===== config.mk =====
export PLATFORM = sky130hd
export DESIGN_NAME = hazard_ctrl
export DESIGN_NICKNAME = d
export VERILOG_FILES = /design/src/rtl/hazard_ctrl.sv
export SDC_FILE = /design/constraint.sdc
export NUM_CORES = 1
export LEC_CHECK = 0
export ABC_AREA = 1
export BUFFER_PORTS_ARGS = -buffer_cell sky130_fd_sc_hd__buf_4
export CAP_MARGIN = 10
export CORE_ASPECT_RATIO = 0.5
export CORE_MARGIN = 3
export CORE_UTILIZATION = 30
export DETAILED_ROUTE_END_ITERATION = 8
export GPL_ROUTABILITY_DRIVEN = 1
export PLACE_DENSITY = 0.57
export SYNTH_ARGS = -nofsm -noshare
export SYNTH_HDL_FRONTEND = slang
export SYNTH_SLANG_ARGS = --single-unit

===== constraint.sdc =====
create_clock -name clk_i -period 2.2 [get_ports clk_i]
set_input_delay 0.11 -clock clk_i [delete_from_list [all_inputs] [get_ports clk_i]]
set_output_delay 0.11 -clock clk_i [all_outputs]
set_load 0.01 [all_outputs]

===== src/rtl/hazard_ctrl.sv =====
// rtl/hazard_ctrl.sv - pipeline stall/flush/freeze sequencing controller
//
// Purpose: generates the PC, IF/ID, ID/EX and freeze controls for a 5-stage
// pipeline. It handles load-use hazards, taken branches resolved in ID and
// multi-cycle data-memory accesses. It keeps saturating stall and flush
// counters and a sticky memory-timeout error.
//
// Ports:
//   clk_i, rst_i          clock, asynchronous active-low reset
//   start_i               run enable (level)
//   id_rs_i, id_rt_i      source register indices of the ID instruction
//   id_uses_rt_i          ID instruction reads rt
//   ex_memread_i, ex_rt_i load in EX and its destination register
//   branch_taken_i        branch/jump in ID resolved taken
//   mem_req_i, mem_ack_i  MEM-stage access outstanding / completing
//   pc_write_o            PC load enable
//   if_id_stall_o         hold IF/ID
//   if_id_flush_o         zero IF/ID instruction
//   id_ex_flush_o         bubble into ID/EX
//   pipe_freeze_o         hold ID/EX, EX/MEM, MEM/WB
//   stall_cnt_o           saturating count of stalled running cycles
//   flush_cnt_o           saturating count of IF/ID flushes
//   err_o                 sticky memory-timeout flag
module hazard_ctrl #(
    parameter int CNT_W       = 16,
    parameter int MEM_TIMEOUT = 64,
    parameter int REG_W       = 5
) (
    input  logic             clk_i,
    input  logic             rst_i,
    input  logic             start_i,
    input  logic [REG_W-1:0] id_rs_i,
    input  logic [REG_W-1:0] id_rt_i,
    input  logic             id_uses_rt_i,
    input  logic             ex_memread_i,
    input  logic [REG_W-1:0] ex_rt_i,
    input  logic             branch_taken_i,
    input  logic             mem_req_i,
    input  logic             mem_ack_i,
    output logic             pc_write_o,
    output logic             if_id_stall_o,
    output logic             if_id_flush_o,
    output logic             id_ex_flush_o,
    output logic             pipe_freeze_o,
    output logic [CNT_W-1:0] stall_cnt_o,
    output logic [CNT_W-1:0] flush_cnt_o,
    output logic             err_o
);

    localparam int TO_W = $clog2(MEM_TIMEOUT + 1);

    typedef enum logic [1:0] {
        S_IDLE     = 2'd0,
        S_RUN      = 2'd1,
        S_MEM_WAIT = 2'd2
    } state_t;

    state_t          r_state;
    state_t          w_next_state;
    logic [TO_W-1:0] r_to_cnt;
    logic [TO_W-1:0] w_to_next;
    logic [CNT_W-1:0] r_stall_cnt;
    logic [CNT_W-1:0] r_flush_cnt;
    logic            r_err;
    logic            w_load_use;
    logic            w_mem_stall;
    logic            w_to_full;

    // Register 0 is hard-wired zero, so a load targeting it never creates a hazard.
    assign w_load_use  = ex_memread_i && (ex_rt_i != '0) &&
                         ((ex_rt_i == id_rs_i) || (id_uses_rt_i && (ex_rt_i == id_rt_i)));
    assign w_mem_stall = mem_req_i && !mem_ack_i;
    assign w_to_full   = (r_to_cnt == TO_W'(MEM_TIMEOUT));

    always_comb begin
        // Default is the idle/full-freeze pattern; RUN rules relax it.
        pc_write_o    = 1'b0;
        if_id_stall_o = 1'b1;
        if_id_flush_o = 1'b0;
        id_ex_flush_o = 1'b0;
        pipe_freeze_o = 1'b1;
        w_next_state  = r_state;
        w_to_next     = '0;
        case (r_state)
            S_IDLE: begin
                if (start_i) w_next_state = S_RUN;
            end
            S_RUN: begin
                w_next_state = start_i ? S_RUN : S_IDLE;
                if (w_mem_stall) begin
                    // The issuing cycle counts as the first cycle of the wait.
                    if (start_i) begin
                        w_next_state = S_MEM_WAIT;
                        w_to_next    = TO_W'(1);
                    end
                end else if (w_load_use) begin
                    // A simultaneous taken branch is dropped; it re-resolves next cycle.
                    pipe_freeze_o = 1'b0;
                    id_ex_flush_o = 1'b1;
                end else begin
                    pc_write_o    = 1'b1;
                    if_id_stall_o = 1'b0;
                    pipe_freeze_o = 1'b0;
                    if_id_flush_o = branch_taken_i;
                end
            end
            S_MEM_WAIT: begin
                // Stopping is deferred until the outstanding access completes.
                if (mem_ack_i) begin
                    w_next_state = start_i ? S_RUN : S_IDLE;
                end else begin
                    w_to_next = w_to_full ? r_to_cnt : r_to_cnt + TO_W'(1);
                end
            end
            default: begin
                w_next_state = S_IDLE;
            end
        endcase
    end

    always_ff @(posedge clk_i or negedge rst_i) begin
        if (!rst_i) begin
            r_state     <= S_IDLE;
            r_to_cnt    <= '0;
            r_stall_cnt <= '0;
            r_flush_cnt <= '0;
            r_err       <= 1'b0;
        end else begin
            r_state  <= w_next_state;
            r_to_cnt <= w_to_next;
            if ((r_state != S_IDLE) && !pc_write_o && (r_stall_cnt != '1))
                r_stall_cnt <= r_stall_cnt + CNT_W'(1);
            if (if_id_flush_o && (r_flush_cnt != '1))
                r_flush_cnt <= r_flush_cnt + CNT_W'(1);
            if ((r_state == S_MEM_WAIT) && w_to_full)
                r_err <= 1'b1;
        end
    end

    assign stall_cnt_o = r_stall_cnt;
    assign flush_cnt_o = r_flush_cnt;
    assign err_o       = r_err;

endmodule

==> impl_metrics.yaml <==
yosys:
  synth_top_area_share_pct: 35.7
  synth_cell_type_count: 35
  post_synth_xor_area_fraction_pct: 8.63
  synth_nets: 421
  synth-simple-area-share_pct: 40.7
  post_synth.cell_area_avg_um2: 7.55
  mappedNetlistArea_mm2: 0.00294
  synth_seq_cells: 42
  post_synth_inst_count: 390
  synth_edf_count: 0
  synth-main-ff-cell: "sky130_fd_sc_hd__dfrtp_1"
  synthMostInstantiatedCell: "sky130_fd_sc_hd__nand2_1"
  post_synth_mux_area_share_pct: 0
  netlist_top_cells_area: "sky130_fd_sc_hd__dfrtp_1 (36%), sky130_fd_sc_hd__nand2_1 (16%), sky130_fd_sc_hd__nand4_1 (8.5%)"
  yosysWarningCount: 0
  yosysTopAreaCell: "sky130_fd_sc_hd__dfrtp_1"
  synth_compound_area_share_pct: 2.29
  synth_area_in_adders_pct: 3.40
  synth_top_family_by_area: "simple AND/OR/NAND/NOR gates"
  synth_commonest_cells: "sky130_fd_sc_hd__nand2_1 (127), sky130_fd_sc_hd__dfrtp_1 (42), sky130_fd_sc_hd__nand4_1 (40)"
  fraction_of_the_yosys_area_taken_by_sequential_cells_pct: 35.7
  ys_async_sr_fraction_pct: 100
placement:
  dpl.hpwl_um: 5030
  portBuffers: 60
  gp_congestion: 0.768
  placed_cell_area_mm2: 0.00347
detailed_routing:
  highest_layer: "met4"
  final_antenna_net_count: 0
  vias: 2591
  wl_met3_um: 260
  postRouteWirelength_um: 6800
  wl_met1_um: 3380
  post-route-drc-count: 0
  dr_wl_met2_um: 3100
  routedWlPerCell_um: 11.7
  drt_pre_antenna_iters: 4
  detail_route.iter0.violations: 168
  via_per_inst: 4.47
global_routing:
  pin_count_of_the_biggest_net_entering_global_routing: 43
  grt_overflow_total: 0
  antenna_found_initial: 0
  first_global_vias: 2466
  grt_first_pass_wirelength_um: 11900
  global_route.usage.total_pct: 12.8
cts:
  tritoncts_clock_tree: "yes"
  clkSinkCount: 42
  cts-buffers-inserted: 5
  clockBufferDepth: 2
  clkTransAtPathRegs_ns: 0.06
  clkLatencyLatePin_ns: 0.28
  cts_root_buf: "sky130_fd_sc_hd__clkbuf_16"
  post_cts_resize_count: 0
  number_of_levels_in_the_clock_h_tree: 2
sta:
  timing.fmax_mhz: 485
  report.final.hold_viol_count: 0
  grt_setup_unrepaired: "no"
  final_period_minus_worst_setup_slack_ns: 2.06
  worst-slew-pin-transition_ns: 0.547
  maxSlewHeadroom_pct: 63.5
  drv_slew: 0
  final.setup_skew_ns: 0.00209
  timing.final.setup_violations: 0
  fin_tns_setup_ns: 0
  fin_crit_sh_pct: 93.7
worst_setup_path:
  worstPathArrival_ns: 1.95
  crit_path_cell_trace: "inv_1 -> ha_1 -> inv_1 -> nor2_4 -> inv_2 -> a21oi_4 -> buf_4"
  critPathMostFrequentCell: "sky130_fd_sc_hd__inv_1"
  crit_path_max_fanout: 17
  setup.worst_path.start_class: "flip-flop"
  critical_path_required_ns: 2.09
  largest_stage_delay_on_the_critical_path_ns: 0.41
  worst-path-buf-inv: 4
  worst_r2r_path_depth: 9
  path_depth: 7
  timing.critical_path.max_delay_family: "buffers and inverters"
  timing.setup.critical_path_class: "flip-flop to output port"
  worst_setup_path_end_kind: "output port"
  critical-path-slowest-cell: "sky130_fd_sc_hd__a21oi_4"
floorplan:
  pin_count: 61
  dieWidth_um: 146
  floorplan.die.height_um: 76.1
  placementRows: 24
  floorplan.die_area_mm2: 0.0111
  starting_density_pct: 32.3
  placeableCoreArea_mm2: 0.00913
job:
  timing.max_cap.violations: 0
outcome:
  status: "finished, final reports clean"
finish:
  n_antenna_cell: 0
  final_core_util_pct: 39.9
  postLayoutCellArea_mm2: 0.00364
  syn2layout_area_growth_pct: 23.8
  final_net_count: 480
  drive_above_1_share_pct: 22.2
pwr:
  fin_total_pwr_uw: 2800
  power_per_cell_area_mw_per_mm2: 767
  leakage_component_of_the_power_uw: 0.00191
  ir_drop_mv: 0.280
worst_hold_path:
  worst_hold_path.num_cells: 4
  holdCritPathClass: "input pin to flip-flop"
flip-flops by register name (all words and copies together) (netlist names):
signal and count:
r_to_cnt 7, err_o 1, r_state 2, flush_cnt_o 16, stall_cnt_o 16
report_power, final:
part           internal, uW  switching (uW)  leakage, uW
clock                   536             306    0.0000771
sequential              866             134     0.000574
combinational           376             578      0.00126
per-layer routing:
layer,up-vias,track usage [%]
met2,30,20.8
met3,5,2.91
met5,-,0
met1,1182,17.6
met4,0,3.10
li1,1374,-
cells by family (layout without fill, tap and decap cells):
kind of cell / after synthesis / in the layout
flops: 42 / 42
compound gates: 10 / 10
xor+xnor: 29 / 29
fa+ha+maj: 8 / 8
buf+inv: 57 / 117
simple gates: 244 / 244
tightest hold or removal path, stage by stage:
cell and delay (ns):
sky130_fd_sc_hd__buf_4 0.08, sky130_fd_sc_hd__inv_2 0.04, sky130_fd_sc_hd__nand2_1 0.08, sky130_fd_sc_hd__nor2_1 0.05
final timing paths:
path | slack (ns) | to | start
worst max-delay path | 0.14 | pc_write_o | r_state[1]$_DFFE_PN0P_
max in group asynchronous | 1.47 | flush_cnt_o[9]$_DFFE_PN0P_ | rst_i
min in group asynchronous | 0.35 | r_to_cnt[1]$_DFFE_PN0P_ | rst_i
worst max register to register | 0.36 | flush_cnt_o[13]$_DFFE_PN0P_ | flush_cnt_o[0]$_DFFE_PN0P_
worst min-delay path | 0.11 | r_to_cnt[4]$_DFFE_PN0P_ | mem_ack_i
worst min register to register | 0.47 | err_o$_DFFE_PN0P_ | err_o$_DFFE_PN0P_
layout by cell type (no fill, tap or decap), drive strengths merged:
cell type,netlist,layout
nand3b,1,1
clkinvlp,0,1
or2,2,2
nand2,136,136
nor3,6,6
a21oi,2,2
o22ai,2,2
xnor2,14,14
nand3,18,18
nand4,41,41
buf,9,61
xor2,15,15
ha,8,8
nor2,40,40
o21ai,5,5
clkinv,1,1
inv,46,46
dlygate4sd3,0,1
clkbuf,1,6
bufinv,0,1
dfrtp,42,42
o221ai,1,1
stage by stage:
step | cells | hold slack, ns | setup WS, ns
2_1_floorplan | 390 | -0.186 | 0.591
3_3_place_gp | 571 | 0.149 | 0.379
3_5_place_dp | 571 | 0.146 | 0.384
4_1_cts | 580 | 0.105 | 0.114
5_1_grt | 580 | 0.120 | 0.0130
6_report | 580 | 0.110 | 0.140
timing repair:
action                                  4_1_cts  5_1_grt
buffers inserted                              0        0
hold buffers                                  1        0
endpoints found under the hold margin        42        0
endpoints found under the setup margin        0        0
cell type report:
class	instances	area, um^2
clock buffer	6	129
clock inverter	2	37.5
fill	944	5480
inverter	47	176
multi-input combinational	291	1620
sequential	42	1050
tap	130	163
timing repair buffer	62	468
Power figures use the tool's default switching activity.
